==> src/rtl/inert_sensor_serf.sv <==
// inert_sensor_serf: SPI responder model of the NEMO 6-axis inertial sensor.
// Mode-3 16-bit command frames, config registers and a periodic data-ready interrupt with coherent snapshots.
module inert_sensor_serf #(
    parameter logic [15:0] INT_PERIOD = 16'd50000,
    parameter logic [7:0]  WHO_AM_I   = 8'h6A
) (
    input  logic        clk,
    input  logic        rst,
    input  logic        SS_n,
    input  logic        SCLK,
    input  logic        MOSI,
    output logic        MISO,
    output logic        INT,
    input  logic [15:0] ptch_rt_in,
    input  logic [15:0] roll_rt_in,
    input  logic [15:0] yaw_rt_in,
    input  logic [15:0] ax_in,
    input  logic [15:0] ay_in,
    output logic        setup_done,
    output logic        ovr
);

    localparam int unsigned FRAME_W = 16;
    localparam int unsigned CNT_W   = 5;
    localparam int unsigned SYNC_W  = 3;

    localparam logic [CNT_W-1:0] BITS_ADDR = CNT_W'(7);
    localparam logic [CNT_W-1:0] BITS_FULL = CNT_W'(16);
    localparam logic [CNT_W-1:0] BITS_SAT  = CNT_W'(17);

    localparam logic [6:0] ADDR_INT1_CTRL = 7'h0D;
    localparam logic [6:0] ADDR_WHO_AM_I  = 7'h0F;
    localparam logic [6:0] ADDR_CTRL1     = 7'h10;
    localparam logic [6:0] ADDR_CTRL2     = 7'h11;
    localparam logic [6:0] ADDR_CTRL5     = 7'h14;
    localparam logic [6:0] ADDR_AY_H      = 7'h2B;

    typedef enum logic [1:0] {
        IDLE   = 2'd0,
        SHIFT  = 2'd1,
        COMMIT = 2'd2
    } state_t;

    state_t               state_q, state_d;
    logic [SYNC_W-1:0]    ss_sync_q, ss_sync_d;
    logic [SYNC_W-1:0]    sclk_sync_q, sclk_sync_d;
    logic [SYNC_W-1:0]    mosi_sync_q, mosi_sync_d;
    logic                 mosi_smpl_q, mosi_smpl_d;
    logic [FRAME_W-1:0]   shreg_q, shreg_d;
    logic [CNT_W-1:0]     bit_cnt_q, bit_cnt_d;
    logic [7:0]           int1_ctrl_q, int1_ctrl_d;
    logic [7:0]           ctrl1_q, ctrl1_d;
    logic [7:0]           ctrl2_q, ctrl2_d;
    logic [7:0]           ctrl5_q, ctrl5_d;
    logic [3:0]           seen_q, seen_d;
    logic                 setup_done_q, setup_done_d;
    logic [15:0]          per_cnt_q, per_cnt_d;
    logic                 evt_pend_q, evt_pend_d;
    logic                 int_q, int_d;
    logic                 ovr_q, ovr_d;
    logic [15:0]          snap_ptch_q, snap_ptch_d;
    logic [15:0]          snap_roll_q, snap_roll_d;
    logic [15:0]          snap_yaw_q, snap_yaw_d;
    logic [15:0]          snap_ax_q, snap_ax_d;
    logic [15:0]          snap_ay_q, snap_ay_d;

    logic                 ss_fall_c, ss_rise_c, sclk_fall_c, sclk_rise_c;
    logic [6:0]           rd_addr_c, wr_addr_c;
    logic [7:0]           wr_data_c, rd_byte_c;
    logic                 int_en_c, period_hit_c, evt_c, int_clr_c, int_off_c;

    assign ss_fall_c   = ~ss_sync_q[1] &  ss_sync_q[2];
    assign ss_rise_c   =  ss_sync_q[1] & ~ss_sync_q[2];
    assign sclk_fall_c = ~sclk_sync_q[1] &  sclk_sync_q[2];
    assign sclk_rise_c =  sclk_sync_q[1] & ~sclk_sync_q[2];

    // Address as it stands on the 8th fall; committed fields once all 16 bits are in.
    assign rd_addr_c = {shreg_q[5:0], mosi_smpl_q};
    assign wr_addr_c = shreg_q[14:8];
    assign wr_data_c = shreg_q[7:0];

    assign int_en_c     = int1_ctrl_q[1];
    assign period_hit_c = int_en_c && (per_cnt_q == (INT_PERIOD - 16'd1));
    assign evt_c        = period_hit_c | evt_pend_q;

    // Read data mux.
    always_comb begin
        rd_byte_c = 8'h00;
        case (rd_addr_c)
            ADDR_INT1_CTRL: rd_byte_c = int1_ctrl_q;
            ADDR_WHO_AM_I:  rd_byte_c = WHO_AM_I;
            ADDR_CTRL1:     rd_byte_c = ctrl1_q;
            ADDR_CTRL2:     rd_byte_c = ctrl2_q;
            ADDR_CTRL5:     rd_byte_c = ctrl5_q;
            7'h22:          rd_byte_c = snap_ptch_q[7:0];
            7'h23:          rd_byte_c = snap_ptch_q[15:8];
            7'h24:          rd_byte_c = snap_roll_q[7:0];
            7'h25:          rd_byte_c = snap_roll_q[15:8];
            7'h26:          rd_byte_c = snap_yaw_q[7:0];
            7'h27:          rd_byte_c = snap_yaw_q[15:8];
            7'h28:          rd_byte_c = snap_ax_q[7:0];
            7'h29:          rd_byte_c = snap_ax_q[15:8];
            7'h2A:          rd_byte_c = snap_ay_q[7:0];
            ADDR_AY_H:      rd_byte_c = snap_ay_q[15:8];
            default:        rd_byte_c = 8'h00;
        endcase
    end

    always_comb begin
        state_d      = state_q;
        ss_sync_d    = {ss_sync_q[1:0], SS_n};
        sclk_sync_d  = {sclk_sync_q[1:0], SCLK};
        mosi_sync_d  = {mosi_sync_q[1:0], MOSI};
        mosi_smpl_d  = mosi_smpl_q;
        shreg_d      = shreg_q;
        bit_cnt_d    = bit_cnt_q;
        int1_ctrl_d  = int1_ctrl_q;
        ctrl1_d      = ctrl1_q;
        ctrl2_d      = ctrl2_q;
        ctrl5_d      = ctrl5_q;
        seen_d       = seen_q;
        per_cnt_d    = per_cnt_q;
        evt_pend_d   = evt_pend_q;
        int_d        = int_q;
        ovr_d        = ovr_q;
        snap_ptch_d  = snap_ptch_q;
        snap_roll_d  = snap_roll_q;
        snap_yaw_d   = snap_yaw_q;
        snap_ax_d    = snap_ax_q;
        snap_ay_d    = snap_ay_q;
        int_clr_c    = 1'b0;
        int_off_c    = 1'b0;

        if (sclk_rise_c) begin
            mosi_smpl_d = mosi_sync_q[2];
        end

        case (state_q)
            IDLE: begin
                if (ss_fall_c) begin
                    state_d   = SHIFT;
                    bit_cnt_d = '0;
                end
            end
            SHIFT: begin
                if (sclk_fall_c) begin
                    // Read byte is spliced in above the command byte on the 8th fall.
                    if (bit_cnt_q == BITS_ADDR) begin
                        shreg_d = {rd_byte_c, shreg_q[6:0], mosi_smpl_q};
                    end else begin
                        shreg_d = {shreg_q[14:0], mosi_smpl_q};
                    end
                    if (bit_cnt_q != BITS_SAT) begin
                        bit_cnt_d = bit_cnt_q + CNT_W'(1);
                    end
                end
                if (ss_rise_c) begin
                    state_d = COMMIT;
                end
            end
            COMMIT: begin
                state_d = IDLE;
                if (bit_cnt_q == BITS_FULL) begin
                    if (!shreg_q[15]) begin
                        case (wr_addr_c)
                            ADDR_INT1_CTRL: begin
                                int1_ctrl_d = wr_data_c;
                                seen_d[0]   = 1'b1;
                                int_off_c   = ~wr_data_c[1];
                            end
                            ADDR_CTRL1: begin
                                ctrl1_d   = wr_data_c;
                                seen_d[1] = 1'b1;
                            end
                            ADDR_CTRL2: begin
                                ctrl2_d   = wr_data_c;
                                seen_d[2] = 1'b1;
                            end
                            ADDR_CTRL5: begin
                                ctrl5_d   = wr_data_c;
                                seen_d[3] = 1'b1;
                            end
                            default: ;
                        endcase
                    end else if (wr_addr_c == ADDR_AY_H) begin
                        int_clr_c = 1'b1;
                    end
                end
            end
            default: state_d = IDLE;
        endcase

        if (int_en_c) begin
            per_cnt_d = period_hit_c ? '0 : per_cnt_q + 16'd1;
        end

        // Data-ready events wait for IDLE so the snapshot is stable for a whole frame.
        evt_pend_d = evt_c;
        if (evt_c && (state_q == IDLE)) begin
            evt_pend_d = 1'b0;
            if (int_q) begin
                ovr_d = 1'b1;
            end else begin
                int_d       = 1'b1;
                snap_ptch_d = ptch_rt_in;
                snap_roll_d = roll_rt_in;
                snap_yaw_d  = yaw_rt_in;
                snap_ax_d   = ax_in;
                snap_ay_d   = ay_in;
            end
        end

        if (int_clr_c) begin
            int_d = 1'b0;
        end
        if (int_off_c) begin
            per_cnt_d  = '0;
            evt_pend_d = 1'b0;
            int_d      = 1'b0;
        end
    end

    assign setup_done_d = &seen_d;

    always_ff @(posedge clk) begin
        if (rst) begin
            state_q      <= IDLE;
            ss_sync_q    <= '0;
            sclk_sync_q  <= '0;
            mosi_sync_q  <= '0;
            mosi_smpl_q  <= 1'b0;
            shreg_q      <= '0;
            bit_cnt_q    <= '0;
            int1_ctrl_q  <= '0;
            ctrl1_q      <= '0;
            ctrl2_q      <= '0;
            ctrl5_q      <= '0;
            seen_q       <= '0;
            setup_done_q <= 1'b0;
            per_cnt_q    <= '0;
            evt_pend_q   <= 1'b0;
            int_q        <= 1'b0;
            ovr_q        <= 1'b0;
            snap_ptch_q  <= '0;
            snap_roll_q  <= '0;
            snap_yaw_q   <= '0;
            snap_ax_q    <= '0;
            snap_ay_q    <= '0;
        end else begin
            state_q      <= state_d;
            ss_sync_q    <= ss_sync_d;
            sclk_sync_q  <= sclk_sync_d;
            mosi_sync_q  <= mosi_sync_d;
            mosi_smpl_q  <= mosi_smpl_d;
            shreg_q      <= shreg_d;
            bit_cnt_q    <= bit_cnt_d;
            int1_ctrl_q  <= int1_ctrl_d;
            ctrl1_q      <= ctrl1_d;
            ctrl2_q      <= ctrl2_d;
            ctrl5_q      <= ctrl5_d;
            seen_q       <= seen_d;
            setup_done_q <= setup_done_d;
            per_cnt_q    <= per_cnt_d;
            evt_pend_q   <= evt_pend_d;
            int_q        <= int_d;
            ovr_q        <= ovr_d;
            snap_ptch_q  <= snap_ptch_d;
            snap_roll_q  <= snap_roll_d;
            snap_yaw_q   <= snap_yaw_d;
            snap_ax_q    <= snap_ax_d;
            snap_ay_q    <= snap_ay_d;
        end
    end

    assign MISO       = shreg_q[15];
    assign INT        = int_q;
    assign setup_done = setup_done_q;
    assign ovr        = ovr_q;

endmodule

==> config.mk <==
export PLATFORM = sky130hd
export DESIGN_NAME = inert_sensor_serf
export DESIGN_NICKNAME = d
export VERILOG_FILES = /design/src/rtl/inert_sensor_serf.sv
export SDC_FILE = /design/constraint.sdc
export NUM_CORES = 1
export LEC_CHECK = 0
export ABC_CLOCK_PERIOD_IN_PS = 6400
export CORE_UTILIZATION = 52
export DETAILED_ROUTE_END_ITERATION = 8
export GPL_TIMING_DRIVEN = 0
export HOLD_SLACK_MARGIN = 0.15
export PLACE_DENSITY = 0.84
export SYNTH_ARGS = -nofsm -noshare
export SYNTH_HDL_FRONTEND = slang
export SYNTH_SLANG_ARGS = --single-unit
==> constraint.sdc <==
create_clock -name clk -period 6.4 [get_ports clk]
set_clock_uncertainty 0.15 [all_clocks]
set_input_delay 0.96 -clock clk [delete_from_list [all_inputs] [get_ports clk]]
set_output_delay 0.96 -clock clk [all_outputs]
set_load 0.05 [all_outputs]
=== Yosys cells after proc, flatten, opt, wreduce, memory -nomap -nowiden ===
Cells that the tools add are included.

* Bits in registers: 169
* Input bits: 85

* $add $sub $neg: 2
* Equality and inequality tests: 30
* Multiplexer cells: 25
* Bitwise gates (word level): 12
* Reduce and logical (&&, ||, !) cells: 17

{| class="wikitable"
|+ Operator list
! operator !! number
|-
| one-hot mux 8 bit (15 select lines) || 1
|-
| equality test 7 x 6 -> 1 bit (second input constant) || 11
|-
| equality test 7 x 5 -> 1 bit (second input constant) || 6
|-
| 2-to-1 mux 16 bit || 2
|-
| AND reduction 4 bit || 6
|-
| equality test 7 x 4 -> 1 bit (second input constant) || 3
|-
| adder 16 x 1 -> 16 bit (second input constant) || 1
|-
| equality test 16 bit (second input constant) || 1
|-
| 2-to-1 mux 5 bit || 3
|-
| 2-to-1 mux 1 bit || 12
|-
| 2-to-1 mux 4 bit || 3
|-
| one-hot mux 5 bit (2 select lines) || 1
|-
| inequality test 2 bit (second input constant) || 4
|-
| AND reduction 2 bit || 4
|-
| inverter 1 bit || 7
|-
| OR reduction 3 bit || 2
|-
| adder 5 x 1 -> 5 bit (second input constant) || 1
|-
| equality test 5 x 3 -> 1 bit (second input constant) || 1
|-
| equality test 5 bit (second input constant) || 1
|-
| inequality test 5 bit (second input constant) || 1
|-
| AND 1 bit || 4
|-
| 2-to-1 mux 2 bit || 2
|-
| one-hot mux 2 bit (2 select lines) || 1
|-
| equality test 2 x 1 -> 1 bit (second input constant) || 1
|-
| 6 further kinds || 7
|}

=== Logic depth before layout (Yosys ltp) ===
* Word-level depth: 6
* Gate-level depth with buffers: 9
* Depth with buffers taken out: 7

=== Least setup slack after synthesis ===
OpenSTA, ideal clock, no wires.

* Path type: reg-to-reg
* From: reg shreg_q[15]
* To: reg setup_done_q (netlist: setup_done)
* Library setup time: 88 ps
* Arrival: 1805 ps
* Slack: 4357 ps
* Cell stages (with the launch flop): 7
* Buffers on the path: 1
* Cells stage by stage: dfxtp_1 or3_4 and4bb_1 nor3b_2 buf_6 nor2_2 nor4bb_4

* Longest elaborated chain between the ends: 4

{| class="wikitable"
|+ RTL lines
! what !! line !! source
|-
| start: declaration || 49 || <nowiki>logic [FRAME_W-1:0] shreg_q, shreg_d;</nowiki>
|-
| start signal: assignment || 255 || <nowiki>shreg_q <= shreg_d;</nowiki>
|-
| 2-to-1 mux 4 bit || 164 || <nowiki>if (!shreg_q[15]) begin</nowiki>
|-
| 2-to-1 mux 4 bit || 163 || <nowiki>if (bit_cnt_q == BITS_FULL) begin</nowiki>
|-
| 2-to-1 mux 4 bit || 138 || <nowiki>case (state_q)</nowiki>
|-
| AND reduction 4 bit || 223 || <nowiki>assign setup_done_d = &seen_d;</nowiki>
|-
| end signal: assignment || 262 || <nowiki>setup_done_q <= setup_done_d;</nowiki>
|-
| end: declaration || 56 || <nowiki>logic setup_done_q, setup_done_d;</nowiki>
|}

No other way between the ends.
A chain may end at the register's enable or synchronous reset.

=== Final worst setup path ===
* From: reg mosi_smpl_q
* To: reg shreg_q[11]

* Longest elaborated chain between the ends: 3
* Elaborated cells on any way between the ends: 17
* Classes of those cells: eq/ne (15); mux (2)

{| class="wikitable"
|+ RTL lines
! what !! line !! source
|-
| start: declaration || 48 || <nowiki>logic mosi_smpl_q, mosi_smpl_d;</nowiki>
|-
| start signal: assignment || 254 || <nowiki>mosi_smpl_q <= mosi_smpl_d;</nowiki>
|-
| equality test 7 x 6 -> 1 bit, or another cell as far along || 89 || <nowiki>case (rd_addr_c)</nowiki>
|-
| one-hot mux 8 bit (15 select lines) (*) || 89 ||
|-
| 2-to-1 mux 16 bit (*) || 148 || <nowiki>if (bit_cnt_q == BITS_ADDR) begin</nowiki>
|}

Every way passes the cells marked *; elsewhere a longest branch is shown, timed or not.

==> out/summary.txt <==
Status: complete, no violations
Cell Pwr Density: 224 mW/mm²
Worst R2R Setup Slack: 3.46 ns
Share of the yosys chip area belonging to registers: 44.2%
DR vias: 7161
DR pass1 iterations: 6
Antenna viol nets, final: 0
CTS H-Tree Depth: 4
Setup TNS: 0 ns
Worst Setup Start Kind: flop
Synth async-reset ratio: 0%
DR DRC count: 0
Dpl hpwl: 17.4 mm
Crit-path max FO: 10
FILL cells: 1198
Slew HR: 34.7%
Postcts setup bufs: 0
Via/cell ratio: 5.84
DR iter-0 viols: 754
Final Wtd Congestion: 1.02
Final core utilization: 65.8%
IO Pins: 89
Area growth syn-to-layout: 21.2%
Clk sinks: 169
Post-synthesis net count: 1016
Worst slew pin tran: 0.966 ns
Initial core utilization: 54.3%
Worst EP arrival: 3.08 ns
Fmax: 340 MHz
ANT cells: 0
Resize count post-CTS: 0
Vias in the first global route: 6906
Final wirelength: 23.8 mm
Pleak: 3.17 nW
CTS Buf Count: 17
VDD IR max: 0.192 mV
Die Y: 123 µm
Tot Pwr: 2.08 mW
RSZ-0062 raised after global routing: no
Layout cells sized above 1: 8.13%
Clk slew on worst S/H paths: 0.06 ns
Post-Synthesis Cells: 927
Post-synth EDFFs: 0
CORE AREA: 0.0141 mm²
Total Nets Final: 1122
Netlist cell types: 73
Global-route usage over all layers: 32.9%
Critical path class: flop to flop
First-pass GRT wire length: 36.8 mm
Max-cap violations: 0
Cell Area, Synth: 0.00765 mm²
CP endpoint kind: flop
Number of synthesized register bits: 169
Mapped Avg Cell Area: 8.25 µm²
Top FF cell, synth: dfxtp_1
Die ar.: 0.0152 mm²
Congestion Overflow GR: 0
Largest net degree at the start of global routing: 17
TritonCTS clock tree: built
Commonest non-fill, non-tap cell in the layout: nand2_1
Initial antenna violation count: 0
Commonest cells after routing, fill and taps aside: 207 x nand2_1, 169 x dfxtp_1, 112 x a21oi_1, 87 x clkdlybuf4s50_1, 78 x nor2_1
Final Slew Violations: 0
Hold_buf cts: 0
IO Port Bufs: 87
Period utilization: 45.9%
Wire length per cell: 19.4 µm
Clock Latency Late Sink: 0.43 ns
Max clock buf depth: 2
Hold Crit Class: flop to flop
Endpoints failing hold: 0
CTS root buf: clkbuf_16
Row count: 43
Critical path data required time: 6.55 ns
Number of setup violations in the final report: 0
Yosys warnings: 0
Post-layout minimum cycle time: 2.94 ns
Die Span X: 123 µm
cell families (layout without fill, tap and decap cells):
logic type                 Yosys count  in the layout  share of synthesized area (%)
AOI/OAI and AO/OA                  190            190                           15.2
xor gates and xnor gates            11             11                           1.26
adders and majority gates            5              5                          0.785
buffers and inverters               83            202                           4.87
DFF                                169            169                           44.2
muxes                               54             54                           7.31
and+or+nand+nor                    415            415                           26.4
area by class of cell:
type | instances | area (µm²) | area share [%]
multi-input cells | 675 | 3890 | 42.0
flip-flops and latches | 169 | 3380 | 36.5
repair buffers | 87 | 871 | 9.39
clock buffers | 18 | 429 | 4.63
plain buffers | 67 | 313 | 3.37
well taps | 180 | 225 | 2.43
clock inverters | 14 | 97.6 | 1.05
inverters | 16 | 60.1 | 0.648
stage by stage:
step                      worst slack, ns  hold slack, ns  area [µm²]  cells
final                                3.46           0.292        9270   1226
after global routing                 3.36           0.313        9270   1226
after CTS                            3.60           0.296        9270   1226
after detailed placement             3.55           0.273        8750   1194
after global placement               3.53           0.274        8750   1194
after floorplan                      4.36           0.264        7650    927
per-layer routing:
layer	vias to the layer above	global-route usage, %	part of all wire [%]
li1	3420	-	-
met1	3344	40.5	42
met2	329	54.7	46
met3	68	7.47	7.6
met4	0	14.6	3.5
met5	-	0	0
cells in the mapped netlist (5+ instances only):
cell | instances | share of area [%]
nor3_1 | 9 | 0.59
buf_2 | 25 | 1.6
o22ai_1 | 14 | 1.1
a22oi_1 | 8 | 0.79
clkbuf_1 | 33 | 1.6
mux2_2 | 5 | 0.74
a211oi_1 | 7 | 0.69
dfxtp_1 | 169 | 44
nor2_1 | 78 | 3.8
nand4_1 | 15 | 1.2
nand2_1 | 207 | 10
nor4_1 | 6 | 0.49
nand4b_1 | 6 | 0.69
xor2_1 | 6 | 0.69
nand3b_1 | 5 | 0.49
xnor2_1 | 5 | 0.57
inv_1 | 16 | 0.79
nor3b_1 | 6 | 0.59
nand3_1 | 15 | 0.98
nor2b_1 | 18 | 1.5
a21oi_1 | 112 | 7.3
o21ai_0 | 13 | 0.85
mux2i_1 | 48 | 6.3
nand2b_1 | 5 | 0.41
flip-flops by register name, summed over array words and instances, names as in the netlist, 2 cells and up:
signal and cells:
per_cnt_q 16, shreg_q 16, snap_ax_q 16, snap_ay_q 16, snap_ptch_q 16, snap_roll_q 16, snap_yaw_q 16, ctrl1_q 8
ctrl2_q 8, ctrl5_q 8, int1_ctrl_q 8, bit_cnt_q 5, seen_q 4, mosi_sync_q 3, sclk_sync_q 3, ss_sync_q 3
state_q 2
worst paths after layout:
check,startpoint,end,cells after the start
worst min-delay path,sclk_sync_q[0],sclk_sync_q[1],1
worst min register to register,sclk_sync_q[0],sclk_sync_q[1],1
worst max-delay path,mosi_smpl_q,shreg_q[11],6
worst max register to register,mosi_smpl_q,shreg_q[11],6
report_power, final:
part           switching, mW  total [mW]  internal (mW)
combinational         0.0343      0.0857         0.0514
clock                  0.439       0.935          0.496
sequential           0.00127        1.06           1.05
total                  0.474        2.08           1.60
critical path: stages (launching register included):
cell and delay (ns):
dfxtp_1 0.36, clkbuf_1 0.61, nor2_1 0.43, a22oi_1 0.36
o211ai_1 0.18, nor4_1 0.54, a211oi_1 0.16
(Power assumes the default switching activity.)
